--- config.mk ---
export PLATFORM = sky130hd
export DESIGN_NAME = multicycle_ctrl_fsm
export DESIGN_NICKNAME = d
export VERILOG_FILES = /design/src/rtl/mc_ctrl_pkg.sv /design/src/rtl/multicycle_ctrl_fsm_decode.sv /design/src/rtl/multicycle_ctrl_fsm.sv
export SDC_FILE = /design/constraint.sdc
export NUM_CORES = 1
export LEC_CHECK = 0
export BUFFER_PORTS_ARGS = -buffer_cell sky130_fd_sc_hd__buf_2
export CORE_MARGIN = 3
export CORE_UTILIZATION = 50
export CTS_CLUSTER_SIZE = 12
export DETAILED_ROUTE_END_ITERATION = 16
export GPL_TIMING_DRIVEN = 0
export PLACE_DENSITY_LB_ADDON = 0.3
export SETUP_SLACK_MARGIN = 0.02
export SYNTH_ARGS = -nofsm -noshare
export SYNTH_HDL_FRONTEND = slang
export SYNTH_HIERARCHICAL = 1
export SYNTH_SLANG_ARGS = --single-unit
--- constraint.sdc ---
create_clock -name clk -period 6.5 [get_ports clk]
set_clock_uncertainty 0.05 [all_clocks]
set_input_delay 1.3 -clock clk [delete_from_list [all_inputs] [get_ports clk]]
set_output_delay 1.3 -clock clk [all_outputs]
set_load 0.02 [all_outputs]
--- src/rtl/mc_ctrl_pkg.sv ---
// mc_ctrl_pkg: shared definitions for the multi-cycle MIPS-subset controller.
// Holds the FSM state encoding, the fault codes, the alu_op/br_op codes, the
// opcode/funct/rt encodings of the supported subset, the bundle of latched
// control fields and a small helper that tells unconditional branches apart.
package mc_ctrl_pkg;

  typedef enum logic [2:0] {
    ST_IF    = 3'd0,
    ST_ID    = 3'd1,
    ST_EX    = 3'd2,
    ST_MEM   = 3'd3,
    ST_WB    = 3'd4,
    ST_FAULT = 3'd7
  } state_t;

  // Sequencing class of a decoded instruction.
  typedef enum logic [2:0] {
    CL_ALU    = 3'd0,
    CL_LOAD   = 3'd1,
    CL_STORE  = 3'd2,
    CL_BRANCH = 3'd3,
    CL_LINK   = 3'd4
  } class_t;

  localparam logic [1:0] FLT_NONE    = 2'd0;
  localparam logic [1:0] FLT_ILLEGAL = 2'd1;
  localparam logic [1:0] FLT_IMEM    = 2'd2;
  localparam logic [1:0] FLT_DMEM    = 2'd3;

  localparam logic [4:0] ALU_NOP  = 5'd0;
  localparam logic [4:0] ALU_ADD  = 5'd1;
  localparam logic [4:0] ALU_SUB  = 5'd2;
  localparam logic [4:0] ALU_AND  = 5'd3;
  localparam logic [4:0] ALU_OR   = 5'd4;
  localparam logic [4:0] ALU_XOR  = 5'd5;
  localparam logic [4:0] ALU_NOR  = 5'd6;
  localparam logic [4:0] ALU_SLT  = 5'd7;
  localparam logic [4:0] ALU_SLTU = 5'd8;
  localparam logic [4:0] ALU_SLL  = 5'd9;
  localparam logic [4:0] ALU_SRL  = 5'd10;
  localparam logic [4:0] ALU_SRA  = 5'd11;
  localparam logic [4:0] ALU_LUI  = 5'd12;
  localparam logic [4:0] ALU_LINK = 5'd13;

  localparam logic [3:0] BR_NONE   = 4'd0;
  localparam logic [3:0] BR_JR     = 4'd1;
  localparam logic [3:0] BR_J      = 4'd2;
  localparam logic [3:0] BR_JAL    = 4'd3;
  localparam logic [3:0] BR_BAL    = 4'd4;
  localparam logic [3:0] BR_BGEZAL = 4'd5;
  localparam logic [3:0] BR_BLTZ   = 4'd6;
  localparam logic [3:0] BR_BGEZ   = 4'd7;
  localparam logic [3:0] BR_BLTZAL = 4'd8;
  localparam logic [3:0] BR_B      = 4'd9;
  localparam logic [3:0] BR_BEQ    = 4'd10;
  localparam logic [3:0] BR_BNE    = 4'd11;
  localparam logic [3:0] BR_BLEZ   = 4'd12;
  localparam logic [3:0] BR_BGTZ   = 4'd13;

  localparam logic [5:0] OP_RTYPE  = 6'h00;
  localparam logic [5:0] OP_REGIMM = 6'h01;
  localparam logic [5:0] OP_J      = 6'h02;
  localparam logic [5:0] OP_JAL    = 6'h03;
  localparam logic [5:0] OP_BEQ    = 6'h04;
  localparam logic [5:0] OP_BNE    = 6'h05;
  localparam logic [5:0] OP_BLEZ   = 6'h06;
  localparam logic [5:0] OP_BGTZ   = 6'h07;
  localparam logic [5:0] OP_ADDI   = 6'h08;
  localparam logic [5:0] OP_ADDIU  = 6'h09;
  localparam logic [5:0] OP_SLTI   = 6'h0a;
  localparam logic [5:0] OP_SLTIU  = 6'h0b;
  localparam logic [5:0] OP_ANDI   = 6'h0c;
  localparam logic [5:0] OP_ORI    = 6'h0d;
  localparam logic [5:0] OP_XORI   = 6'h0e;
  localparam logic [5:0] OP_LUI    = 6'h0f;
  localparam logic [5:0] OP_LB     = 6'h20;
  localparam logic [5:0] OP_LW     = 6'h23;
  localparam logic [5:0] OP_SB     = 6'h28;
  localparam logic [5:0] OP_SW     = 6'h2b;

  localparam logic [5:0] FN_SLL  = 6'h00;
  localparam logic [5:0] FN_SRL  = 6'h02;
  localparam logic [5:0] FN_SRA  = 6'h03;
  localparam logic [5:0] FN_JR   = 6'h08;
  localparam logic [5:0] FN_ADD  = 6'h20;
  localparam logic [5:0] FN_ADDU = 6'h21;
  localparam logic [5:0] FN_SUB  = 6'h22;
  localparam logic [5:0] FN_SUBU = 6'h23;
  localparam logic [5:0] FN_AND  = 6'h24;
  localparam logic [5:0] FN_OR   = 6'h25;
  localparam logic [5:0] FN_XOR  = 6'h26;
  localparam logic [5:0] FN_NOR  = 6'h27;
  localparam logic [5:0] FN_SLT  = 6'h2a;
  localparam logic [5:0] FN_SLTU = 6'h2b;

  localparam logic [4:0] RT_BLTZ   = 5'h00;
  localparam logic [4:0] RT_BGEZ   = 5'h01;
  localparam logic [4:0] RT_BLTZAL = 5'h10;
  localparam logic [4:0] RT_BGEZAL = 5'h11;

  // Control fields latched in ID and held until the next ID.
  typedef struct packed {
    logic [4:0] alu_op;
    logic [3:0] br_op;
    logic       s_imme;  // 1: immediate/normal operand, 0: shamt
    logic       s_a0;    // 1: operand A from rt (shifts)
    logic       s_a;     // 1: operand A from PC (link value)
    logic       s_b;     // 1: operand B from immediate
    logic       s_wra0;  // 1: write address rt (I-type)
    logic       s_wra;   // 0: write address r31 (links)
    logic       s_wrd;   // 1: write data from memory
    logic       s_byte;  // 1: byte access
    logic       s_sign;  // 1: signed operation
  } ctrl_t;

  localparam ctrl_t CTRL_DEFAULT = '{
    alu_op: ALU_NOP, br_op: BR_NONE, s_imme: 1'b1, s_a0: 1'b0, s_a: 1'b0,
    s_b: 1'b0, s_wra0: 1'b0, s_wra: 1'b1, s_wrd: 1'b0, s_byte: 1'b0,
    s_sign: 1'b1
  };

  // True for branches/jumps that redirect the PC regardless of br_taken.
  function automatic logic br_uncond(input logic [3:0] op);
    return (op == BR_JR) || (op == BR_J) || (op == BR_JAL) ||
           (op == BR_B) || (op == BR_BAL);
  endfunction

endpackage

--- src/rtl/multicycle_ctrl_fsm_decode.sv ---
// mc_decode: purely combinational instruction decoder.
// Ports: opcode/funct/rs/rt (instruction fields) in; ctrl (control field
// bundle), cls (sequencing class) and illegal (unsupported encoding) out.
// b and bal are the rs=0 (and rt=0 for b) aliases of beq and bgezal.
module mc_decode
  import mc_ctrl_pkg::*;
#(
  parameter bit EN_LINK = 1'b1
) (
  input  logic [5:0] opcode,
  input  logic [5:0] funct,
  input  logic [4:0] rs,
  input  logic [4:0] rt,
  output ctrl_t      ctrl,
  output class_t     cls,
  output logic       illegal
);

  // Decode table: defaults first, each supported encoding overrides fields.
  always_comb begin
    ctrl    = CTRL_DEFAULT;
    cls     = CL_ALU;
    illegal = 1'b0;
    case (opcode)
      OP_RTYPE: begin
        case (funct)
          FN_SLL:  begin ctrl.alu_op = ALU_SLL; ctrl.s_imme = 1'b0; ctrl.s_a0 = 1'b1; end
          FN_SRL:  begin ctrl.alu_op = ALU_SRL; ctrl.s_imme = 1'b0; ctrl.s_a0 = 1'b1; end
          FN_SRA:  begin ctrl.alu_op = ALU_SRA; ctrl.s_imme = 1'b0; ctrl.s_a0 = 1'b1; end
          FN_JR:   begin cls = CL_BRANCH; ctrl.br_op = BR_JR; end
          FN_ADD:  ctrl.alu_op = ALU_ADD;
          FN_ADDU: begin ctrl.alu_op = ALU_ADD; ctrl.s_sign = 1'b0; end
          FN_SUB:  ctrl.alu_op = ALU_SUB;
          FN_SUBU: begin ctrl.alu_op = ALU_SUB; ctrl.s_sign = 1'b0; end
          FN_AND:  ctrl.alu_op = ALU_AND;
          FN_OR:   ctrl.alu_op = ALU_OR;
          FN_XOR:  ctrl.alu_op = ALU_XOR;
          FN_NOR:  ctrl.alu_op = ALU_NOR;
          FN_SLT:  ctrl.alu_op = ALU_SLT;
          FN_SLTU: begin ctrl.alu_op = ALU_SLTU; ctrl.s_sign = 1'b0; end
          default: illegal = 1'b1;
        endcase
      end
      OP_REGIMM: begin
        case (rt)
          RT_BLTZ: begin cls = CL_BRANCH; ctrl.br_op = BR_BLTZ; end
          RT_BGEZ: begin cls = CL_BRANCH; ctrl.br_op = BR_BGEZ; end
          RT_BLTZAL: begin
            cls = CL_LINK; ctrl.br_op = BR_BLTZAL;
            ctrl.alu_op = ALU_LINK; ctrl.s_a = 1'b1; ctrl.s_wra = 1'b0;
          end
          RT_BGEZAL: begin
            cls = CL_LINK; ctrl.br_op = (rs == 5'd0) ? BR_BAL : BR_BGEZAL;
            ctrl.alu_op = ALU_LINK; ctrl.s_a = 1'b1; ctrl.s_wra = 1'b0;
          end
          default: illegal = 1'b1;
        endcase
      end
      OP_J:   begin cls = CL_BRANCH; ctrl.br_op = BR_J; end
      OP_JAL: begin
        cls = CL_LINK; ctrl.br_op = BR_JAL;
        ctrl.alu_op = ALU_LINK; ctrl.s_a = 1'b1; ctrl.s_wra = 1'b0;
      end
      OP_BEQ: begin
        cls = CL_BRANCH;
        ctrl.br_op = ((rs == 5'd0) && (rt == 5'd0)) ? BR_B : BR_BEQ;
      end
      OP_BNE:   begin cls = CL_BRANCH; ctrl.br_op = BR_BNE; end
      OP_BLEZ:  begin cls = CL_BRANCH; ctrl.br_op = BR_BLEZ; end
      OP_BGTZ:  begin cls = CL_BRANCH; ctrl.br_op = BR_BGTZ; end
      OP_ADDI:  begin ctrl.alu_op = ALU_ADD;  ctrl.s_b = 1'b1; ctrl.s_wra0 = 1'b1; end
      OP_ADDIU: begin ctrl.alu_op = ALU_ADD;  ctrl.s_b = 1'b1; ctrl.s_wra0 = 1'b1; ctrl.s_sign = 1'b0; end
      OP_SLTI:  begin ctrl.alu_op = ALU_SLT;  ctrl.s_b = 1'b1; ctrl.s_wra0 = 1'b1; end
      OP_SLTIU: begin ctrl.alu_op = ALU_SLTU; ctrl.s_b = 1'b1; ctrl.s_wra0 = 1'b1; ctrl.s_sign = 1'b0; end
      OP_ANDI:  begin ctrl.alu_op = ALU_AND;  ctrl.s_b = 1'b1; ctrl.s_wra0 = 1'b1; end
      OP_ORI:   begin ctrl.alu_op = ALU_OR;   ctrl.s_b = 1'b1; ctrl.s_wra0 = 1'b1; end
      OP_XORI:  begin ctrl.alu_op = ALU_XOR;  ctrl.s_b = 1'b1; ctrl.s_wra0 = 1'b1; end
      OP_LUI:   begin ctrl.alu_op = ALU_LUI;  ctrl.s_b = 1'b1; ctrl.s_wra0 = 1'b1; end
      OP_LB: begin
        cls = CL_LOAD; ctrl.alu_op = ALU_ADD; ctrl.s_b = 1'b1; ctrl.s_wra0 = 1'b1;
        ctrl.s_wrd = 1'b1; ctrl.s_byte = 1'b1;
      end
      OP_LW: begin
        cls = CL_LOAD; ctrl.alu_op = ALU_ADD; ctrl.s_b = 1'b1; ctrl.s_wra0 = 1'b1;
        ctrl.s_wrd = 1'b1;
      end
      OP_SB: begin
        cls = CL_STORE; ctrl.alu_op = ALU_ADD; ctrl.s_b = 1'b1; ctrl.s_byte = 1'b1;
      end
      OP_SW: begin
        cls = CL_STORE; ctrl.alu_op = ALU_ADD; ctrl.s_b = 1'b1;
      end
      default: illegal = 1'b1;
    endcase
    // Link branches need the r31 write path; without it they are unsupported.
    if (!EN_LINK && (cls == CL_LINK)) begin
      illegal = 1'b1;
    end else begin
      illegal = illegal;
    end
  end

endmodule

--- src/rtl/multicycle_ctrl_fsm.sv ---
// multicycle_ctrl_fsm: sequencing FSM of a multi-cycle MIPS-subset core.
// Ports: clk, rst (sync, active high); run, IR fields (opcode/funct/rs/rt),
// imem_ready/dmem_ready handshakes, br_taken in; per-state pulse enables
// (imem_req, ir_we, pc_we, pc_br_we, dmem_re, dmem_we, reg_we), latched
// control fields (alu_op, br_op, s_*), state, fault code and retired count out.
module multicycle_ctrl_fsm
  import mc_ctrl_pkg::*;
#(
  parameter int unsigned TIMEOUT = 16,
  parameter int unsigned CNT_W   = 32,
  parameter bit          EN_LINK = 1'b1
) (
  input  logic             clk,
  input  logic             rst,
  input  logic             run,
  input  logic [5:0]       opcode,
  input  logic [5:0]       funct,
  input  logic [4:0]       rs,
  input  logic [4:0]       rt,
  input  logic             imem_ready,
  input  logic             dmem_ready,
  input  logic             br_taken,
  output logic             imem_req,
  output logic             ir_we,
  output logic             pc_we,
  output logic             pc_br_we,
  output logic             dmem_re,
  output logic             dmem_we,
  output logic             reg_we,
  output logic [4:0]       alu_op,
  output logic [3:0]       br_op,
  output logic             s_imme,
  output logic             s_a0,
  output logic             s_a,
  output logic             s_b,
  output logic             s_wra0,
  output logic             s_wra,
  output logic             s_wrd,
  output logic             s_byte,
  output logic             s_sign,
  output logic [2:0]       state,
  output logic [1:0]       fault,
  output logic [CNT_W-1:0] retired
);

  localparam int WAIT_W = (TIMEOUT < 2) ? 1 : $clog2(TIMEOUT + 1);

  state_t            state_r, state_nx;
  logic [1:0]        fault_r, fault_nx;
  logic [WAIT_W-1:0] wait_r, wait_nx, wait_inc;
  logic [CNT_W-1:0]  retired_r;
  ctrl_t             ctrl_r, dec_ctrl;
  class_t            cls_r, dec_cls;
  logic              dec_illegal;
  logic              retire, latch, timeout_hit;

  mc_decode #(.EN_LINK(EN_LINK)) u_decode (
    .opcode  (opcode),
    .funct   (funct),
    .rs      (rs),
    .rt      (rt),
    .ctrl    (dec_ctrl),
    .cls     (dec_cls),
    .illegal (dec_illegal)
  );

  // Saturating increment; the comparison is against the count including the
  // current not-ready cycle, so a ready on the TIMEOUT-th cycle still wins.
  assign wait_inc    = (&wait_r) ? wait_r : wait_r + WAIT_W'(1);
  assign timeout_hit = (TIMEOUT != 32'd0) && (wait_inc == WAIT_W'(TIMEOUT));

  // Next-state, wait counter and per-state pulse decode.
  always_comb begin
    state_nx = state_r;
    fault_nx = fault_r;
    wait_nx  = '0;
    retire   = 1'b0;
    latch    = 1'b0;
    imem_req = 1'b0;
    ir_we    = 1'b0;
    pc_we    = 1'b0;
    pc_br_we = 1'b0;
    dmem_re  = 1'b0;
    dmem_we  = 1'b0;
    reg_we   = 1'b0;
    case (state_r)
      ST_IF: begin
        imem_req = run;
        if (!run) begin
          wait_nx = wait_r;
        end else if (imem_ready) begin
          ir_we    = 1'b1;
          pc_we    = 1'b1;
          state_nx = ST_ID;
        end else if (timeout_hit) begin
          state_nx = ST_FAULT;
          fault_nx = FLT_IMEM;
        end else begin
          wait_nx = wait_inc;
        end
      end
      ST_ID: begin
        if (dec_illegal) begin
          state_nx = ST_FAULT;
          fault_nx = FLT_ILLEGAL;
        end else begin
          latch    = 1'b1;
          state_nx = ST_EX;
        end
      end
      ST_EX: begin
        case (cls_r)
          CL_ALU:   state_nx = ST_WB;
          CL_LOAD:  state_nx = ST_MEM;
          CL_STORE: state_nx = ST_MEM;
          CL_LINK: begin
            pc_br_we = br_uncond(ctrl_r.br_op) | br_taken;
            state_nx = ST_WB;
          end
          CL_BRANCH: begin
            pc_br_we = br_uncond(ctrl_r.br_op) | br_taken;
            retire   = 1'b1;
            state_nx = ST_IF;
          end
          default: state_nx = ST_IF;
        endcase
      end
      ST_MEM: begin
        dmem_re = (cls_r == CL_LOAD);
        dmem_we = (cls_r == CL_STORE);
        if (dmem_ready) begin
          if (cls_r == CL_LOAD) begin
            state_nx = ST_WB;
          end else begin
            retire   = 1'b1;
            state_nx = ST_IF;
          end
        end else if (timeout_hit) begin
          state_nx = ST_FAULT;
          fault_nx = FLT_DMEM;
        end else begin
          wait_nx = wait_inc;
        end
      end
      ST_WB: begin
        reg_we   = 1'b1;
        retire   = 1'b1;
        state_nx = ST_IF;
      end
      ST_FAULT: state_nx = ST_FAULT;
      default:  state_nx = ST_IF;
    endcase
  end

  // State, fault, wait counter, retired counter and latched control fields.
  always_ff @(posedge clk) begin
    if (rst) begin
      state_r   <= ST_IF;
      fault_r   <= FLT_NONE;
      wait_r    <= '0;
      retired_r <= '0;
      ctrl_r    <= '0;
      cls_r     <= CL_ALU;
    end else begin
      state_r <= state_nx;
      fault_r <= fault_nx;
      wait_r  <= wait_nx;
      if (retire) begin
        retired_r <= retired_r + CNT_W'(1);
      end
      if (latch) begin
        ctrl_r <= dec_ctrl;
        cls_r  <= dec_cls;
      end
    end
  end

  assign state   = state_r;
  assign fault   = fault_r;
  assign retired = retired_r;
  assign alu_op  = ctrl_r.alu_op;
  assign br_op   = ctrl_r.br_op;
  assign s_imme  = ctrl_r.s_imme;
  assign s_a0    = ctrl_r.s_a0;
  assign s_a     = ctrl_r.s_a;
  assign s_b     = ctrl_r.s_b;
  assign s_wra0  = ctrl_r.s_wra0;
  assign s_wra   = ctrl_r.s_wra;
  assign s_wrd   = ctrl_r.s_wrd;
  assign s_byte  = ctrl_r.s_byte;
  assign s_sign  = ctrl_r.s_sign;

endmodule

* Word level (Yosys, flattened, before mapping)
Index checks and enable logic that the tools add are counted.
** Cells by class
- $add $sub $neg :: 2
- Equality and inequality tests :: 56
- Mux-type cells :: 62
- Bitwise logic cells :: 1
- Reduce and logical (&&, ||, !) cells :: 34
** Operator list (count)
- == test 6 bit (second input constant) :: 14
- == test 6 x 4 -> 1 bit (second input constant) :: 9
- case mux 4 bit (11 select lines) :: 1
- case mux 4 bit (10 select lines) :: 1
- adder 32 x 1 -> 32 bit (second input constant) :: 1
- case mux 4 bit (8 select lines) :: 1
- 2-to-1 mux 1 bit :: 25
- 2-to-1 mux 5 bit :: 5
- == test 6 x 2 -> 1 bit (second input constant) :: 4
- == test 6 x 3 -> 1 bit (second input constant) :: 4
- OR reduction 2 bit :: 11
- 2-to-1 mux 2 bit :: 10
- 2-to-1 mux 3 bit :: 6
- case mux 3 bit (6 select lines) :: 1
- OR reduction 18 bit :: 1
- case mux 4 bit (4 select lines) :: 1
- == test 5 bit (second input constant) :: 3
- case mux 3 bit (5 select lines) :: 1
- OR reduction 14 bit :: 1
- == test 3 x 2 -> 1 bit (second input constant) :: 4
- zero test 6 bit :: 2
- != test 2 bit (second input constant) :: 6
- case mux 3 bit (2 select lines) :: 2
- OR reduction 12 bit :: 1
- other kinds (27) :: 40
** Word-level totals
- Register bits :: 63
- Input port bits :: 28
- Output and inout bits :: 62

* Longest topological paths before layout
- Word-level depth :: 8
- Mapped depth :: 11

* Cells and area by module
Netlist, hierarchy kept.
** By module, submodules not included
- multicycle_ctrl_fsm :: times used 1, cells an instance 381, area each 3005.4 sq um
- mc_decode :: times used 1, cells an instance 120, area each 714.4 sq um

* Worst setup path before layout
OpenSTA, ideal clock, no wires.
- Path kind :: input port to output port
- Start point :: in run
- End point :: out pc_we
- Data arrival time :: 2.614 ns
- Data required time :: 5.150 ns
- Setup slack :: 2.536 ns
- Cell stages on the path :: 3
- Cells stage by stage :: nor4b_1 -> and2_1 -> buf_4
** On the way
- Cells in the longest elaborated chain, start to end :: 2
** Ends and longest elaborated chain
- start: declaration :: RTL line multicycle_ctrl_fsm.sv:15 : input logic run,
- 2-to-1 mux 1 bit (2 in a row)
- end: declaration :: RTL line multicycle_ctrl_fsm.sv:25 : output logic pc_we,
Every way passes these cells.

* Worst setup path in the final report
- Start point :: in opcode[4]
- End point :: reg fault_r[0] (netlist: fault[0])
** On the way
- Cells in the longest elaborated chain, start to end :: 5
** Ends and longest elaborated chain
- start: declaration :: RTL line multicycle_ctrl_fsm.sv:16 : input logic [5:0] opcode,
- == test 6 x 2 -> 1 bit (tied with other cells) :: RTL line multicycle_ctrl_fsm_decode.sv:24 : case (opcode)
- OR reduction 18 bit (no source line)
- case mux 1 bit (3 select lines) * :: RTL line multicycle_ctrl_fsm_decode.sv:24
- net dec_illegal :: RTL line multicycle_ctrl_fsm.sv:54 : logic dec_illegal;
- != test 2 bit (no source line) *
- AND reduction 7 bit (no source line) *
- end signal: assignment :: RTL line multicycle_ctrl_fsm.sv:166 : fault_r <= fault_nx;
- end: declaration :: RTL line multicycle_ctrl_fsm.sv:49 : logic [1:0] fault_r, fault_nx;
Mark *: on every way through the listed nets, which the timed path passes. The rest lies on a longest branch.
A chain may end at the register's enable or synchronous reset.

==> flow_metrics.tcl <==
set metrics [dict create \
    status "complete, no violations" \
    num-nets-final 626 \
    clock_tree.htree_level_count 3 \
    cts_setup_buffers 0 \
    groute.usage.overall_pct 23.13 \
    clk_transition_reported_paths_ns 0.07 \
    slew_violations 0 \
    maxCapViolCount 0 \
    worstSetupStartpoint "opcode[4]" \
    worst-slew-pin-transition_ns 0.6597 \
    rr_startpoint "wait_r[1]" \
    clock_sink_count 63 \
    synth.lib_cells_used.distinct 64 \
    min-delay-path-class "flop to flop" \
    cts_repair_resize_count 0 \
    rows 30 \
    dpl.hpwl_um 7350 \
    syn-cell-area_um2 3720 \
    layout_common_cells "sky130_fd_sc_hd__buf_2, sky130_fd_sc_hd__nand2_1, sky130_fd_sc_hd__dfxtp_1" \
    cells_along_the_critical_path "buf_2 -> or4_4 -> or3_4 -> o221ai_1 -> nand2_1 -> o21ai_0 -> o21ai_0 -> or4b_1 -> a21oi_1" \
    worstSetupEndpointType "flop" \
    power_leakage_nw 1.819 \
    cp_endpoint "fault[0]" \
    dieWidth_um 92.26 \
    criticalPathCategory "primary input to flop" \
    syn_avg_cell_area_um2 7.425 \
    slew_headroom_pct 55.62 \
    number_of_antenna_violations_at_the_first_check_in_global_routing 0 \
    unrepaired_setup_endpoints_after_global_routing "false" \
    post-route-drc-count 0 \
    power_density_nw_per_um2 182.4 \
    multiInputGateArea_um2 2251 \
    global_route.overflow_total 0 \
    core_area_um2 7019 \
    drt_pre_antenna_iters 7 \
    timing.final.hold_violations 0 \
    numCtsBuffers 9 \
    routed_via_density 5.654 \
    syn_to_final_growth_pct 19.21 \
    dr_total_vias 3941 \
    setup.worst_path.start_class "primary input" \
    cp.arrival_ns 3.81 \
    fin_crit_sh_pct 55.22 \
    clkLatencyLatePin_ns 0.34 \
    most_instantiated_flip_flop_cell_in_the_synthesis_netlist "sky130_fd_sc_hd__dfxtp_1" \
    layout-drive-gt1-share_pct 18.97 \
    synth_fp_nets 531 \
    critPathMaxStageDelay_ns 0.57 \
    die_area_um2 8511 \
    drt_iter0_drc 256 \
    cp.required_ns 6.72 \
    port_buffers 84 \
    place_congestion 0.9200 \
    routed_wire_length_per_instance_um 14.28 \
    crit_path_max_fanout 9 \
    layout.cell_area.non_filler_um2 4434 \
    die_h_um 92.26 \
    postSynthCellCount 501 \
    placed_cell_area_um2 4260 \
    layout.cells.most_common "sky130_fd_sc_hd__buf_2" \
    worst_hold_slack_ns 0.4087 \
    vdd.ir_drop.worst_mv 0.1206 \
    r2r_end "fault[0]" \
    crit_top_cell "sky130_fd_sc_hd__o21ai_0" \
    ys_ff_latch 63 \
    grt_max_degree 13 \
    hold_buffers 0 \
    seq_area_um2 1261 \
    yosysWarningCount 6 \
    insertedDiodeCount 0 \
    fmaxAchievable_ghz 0.2786 \
    final_setup_violation_count 0 \
    reg2reg_slack_ns 3.95 \
    number_of_global_route_vias_before_repair 3523 \
    post_synth_arst_share_pct 0 \
    ff2ff_path_depth 7 \
    route.antenna.remaining_nets 0 \
    fillerInstances 664 \
    setup_tns_ns 0 \
    ioPinCount 90 \
    cts_tree "yes" \
    drt-total-wl_um 9954 \
    min_tclk_post_route_ns 3.589 \
    clk_path_buf_depth 2 \
    synth-edff-count 0 \
    timing.critical_path.slowest_stage_cell "sky130_fd_sc_hd__or4_4" \
    initial_core_util_pct 52.99 \
    ctsRootBufferMaster "sky130_fd_sc_hd__clkbuf_8" \
    layout.core_utilization_pct 63.17 \
    synth-seq-area-share_pct 33.91 \
    grt_pass1_wl_um 16210 \
]
[Yosys cell counts (3+ instances only)]
cell type / count / area share (%)
sky130_fd_sc_hd__dfxtp_1: 63 / 34
sky130_fd_sc_hd__o22ai_1: 3 / 0.50
sky130_fd_sc_hd__and3b_1: 4 / 0.94
sky130_fd_sc_hd__nand2b_1: 5 / 0.84
sky130_fd_sc_hd__o2111ai_1: 3 / 0.71
sky130_fd_sc_hd__nand2_1: 65 / 6.6
sky130_fd_sc_hd__nor4_1: 4 / 0.67
sky130_fd_sc_hd__nor4b_1: 3 / 0.71
sky130_fd_sc_hd__nor2b_1: 6 / 1.0
sky130_fd_sc_hd__a21oi_1: 46 / 6.2
sky130_fd_sc_hd__or3_1: 12 / 2.0
sky130_fd_sc_hd__clkbuf_1: 29 / 2.9
sky130_fd_sc_hd__xor2_1: 23 / 5.4
sky130_fd_sc_hd__and4_1: 4 / 0.94
sky130_fd_sc_hd__mux2i_1: 5 / 1.3
sky130_fd_sc_hd__a22oi_1: 4 / 0.81
sky130_fd_sc_hd__and3_1: 10 / 1.7
sky130_fd_sc_hd__nand4_1: 14 / 2.4
sky130_fd_sc_hd__nand3_1: 23 / 3.1
sky130_fd_sc_hd__and2_1: 6 / 1.0
sky130_fd_sc_hd__nor3_1: 18 / 2.4
sky130_fd_sc_hd__inv_1: 16 / 1.6
sky130_fd_sc_hd__xnor2_1: 6 / 1.4
sky130_fd_sc_hd__nor2_1: 56 / 5.7
sky130_fd_sc_hd__o21ai_0: 16 / 2.2
sky130_fd_sc_hd__o211ai_1: 3 / 0.61
[routing by layer]
metal	GRT usage [%]	vias to the layer above	wire, um
li1	-	1962	-
met1	32.13	1821	4680
met2	35.77	144	4483
met3	4.348	14	653
met4	8.292	0	136
met5	0	-	0
[registers in the layout, summed over array words and instances, names as in the netlist]
name,count
wait_r,5
br_op,4
s_a,1
state,3
alu_op,5
s_b,1
s_sign,1
s_byte,1
s_wra,1
cls_r,3
retired,32
s_a0,1
s_wra0,1
s_imme,1
fault,2
s_wrd,1
[worst min path at each step]
stage | startpoint | to | slack, ns | cells after the start
6_report | alu_op[4] | alu_op[4] | 0.41 | 2
5_1_grt | alu_op[4] | alu_op[4] | 0.43 | 2
4_1_cts | alu_op[4] | alu_op[4] | 0.41 | 2
3_5_place_dp | alu_op[4] | alu_op[4] | 0.40 | 2
3_3_place_gp | s_wra0 | s_wra0 | 0.39 | 2
2_1_floorplan | wait_r[4] | wait_r[4] | 0.47 | 2
[critical path: cells and delay by family]
family | cells | cell delay [ns]
buffers and inverters | 1 | 0.16
and+or+nand+nor | 4 | 1.59
AOI/OAI and AO/OA | 4 | 0.77
[cell families after synthesis]
family,Yosys count,share of synthesized area (%)
flops,63,33.91
buf+inv,51,5.583
mux,5,1.345
fa+ha+maj,2,0.6726
simple gates,245,33.57
compound gates,105,18.00
other cells,1,0.1008
xor+xnor,29,6.828
[final cells by class]
| type | instances | area share (%) |
|---|---|---|
| buffer | 35 | 3.330 |
| clock buffer | 9 | 2.793 |
| clock inverter | 7 | 1.129 |
| inverter | 16 | 1.354 |
| multi-input combinational | 387 | 50.76 |
| sequential | 63 | 28.44 |
| tap | 96 | 2.709 |
| timing repair buffer | 84 | 9.481 |
[through the flow]
| stage | worst slack (ns) | power (W) | cells |
|---|---|---|---|
| 2_1_floorplan | 2.536 | 0.0004804 | 501 |
| 3_3_place_gp | 2.657 | 0.0005116 | 681 |
| 3_5_place_dp | 2.621 | 0.0005140 | 681 |
| 4_1_cts | 2.971 | 0.0008112 | 697 |
| 5_1_grt | 2.666 | 0.0008385 | 697 |
| 6_report | 2.911 | 0.0008090 | 697 |
[power breakdown]
| group | leakage, nW | switching, W | internal (W) |
|---|---|---|---|
| logic | 1.23 | 0.0000724 | 0.0000406 |
| clock network | 0.0812 | 0.000164 | 0.000138 |
| registers | 0.508 | 0.00000420 | 0.000390 |
(Power assumes the default switching activity.)
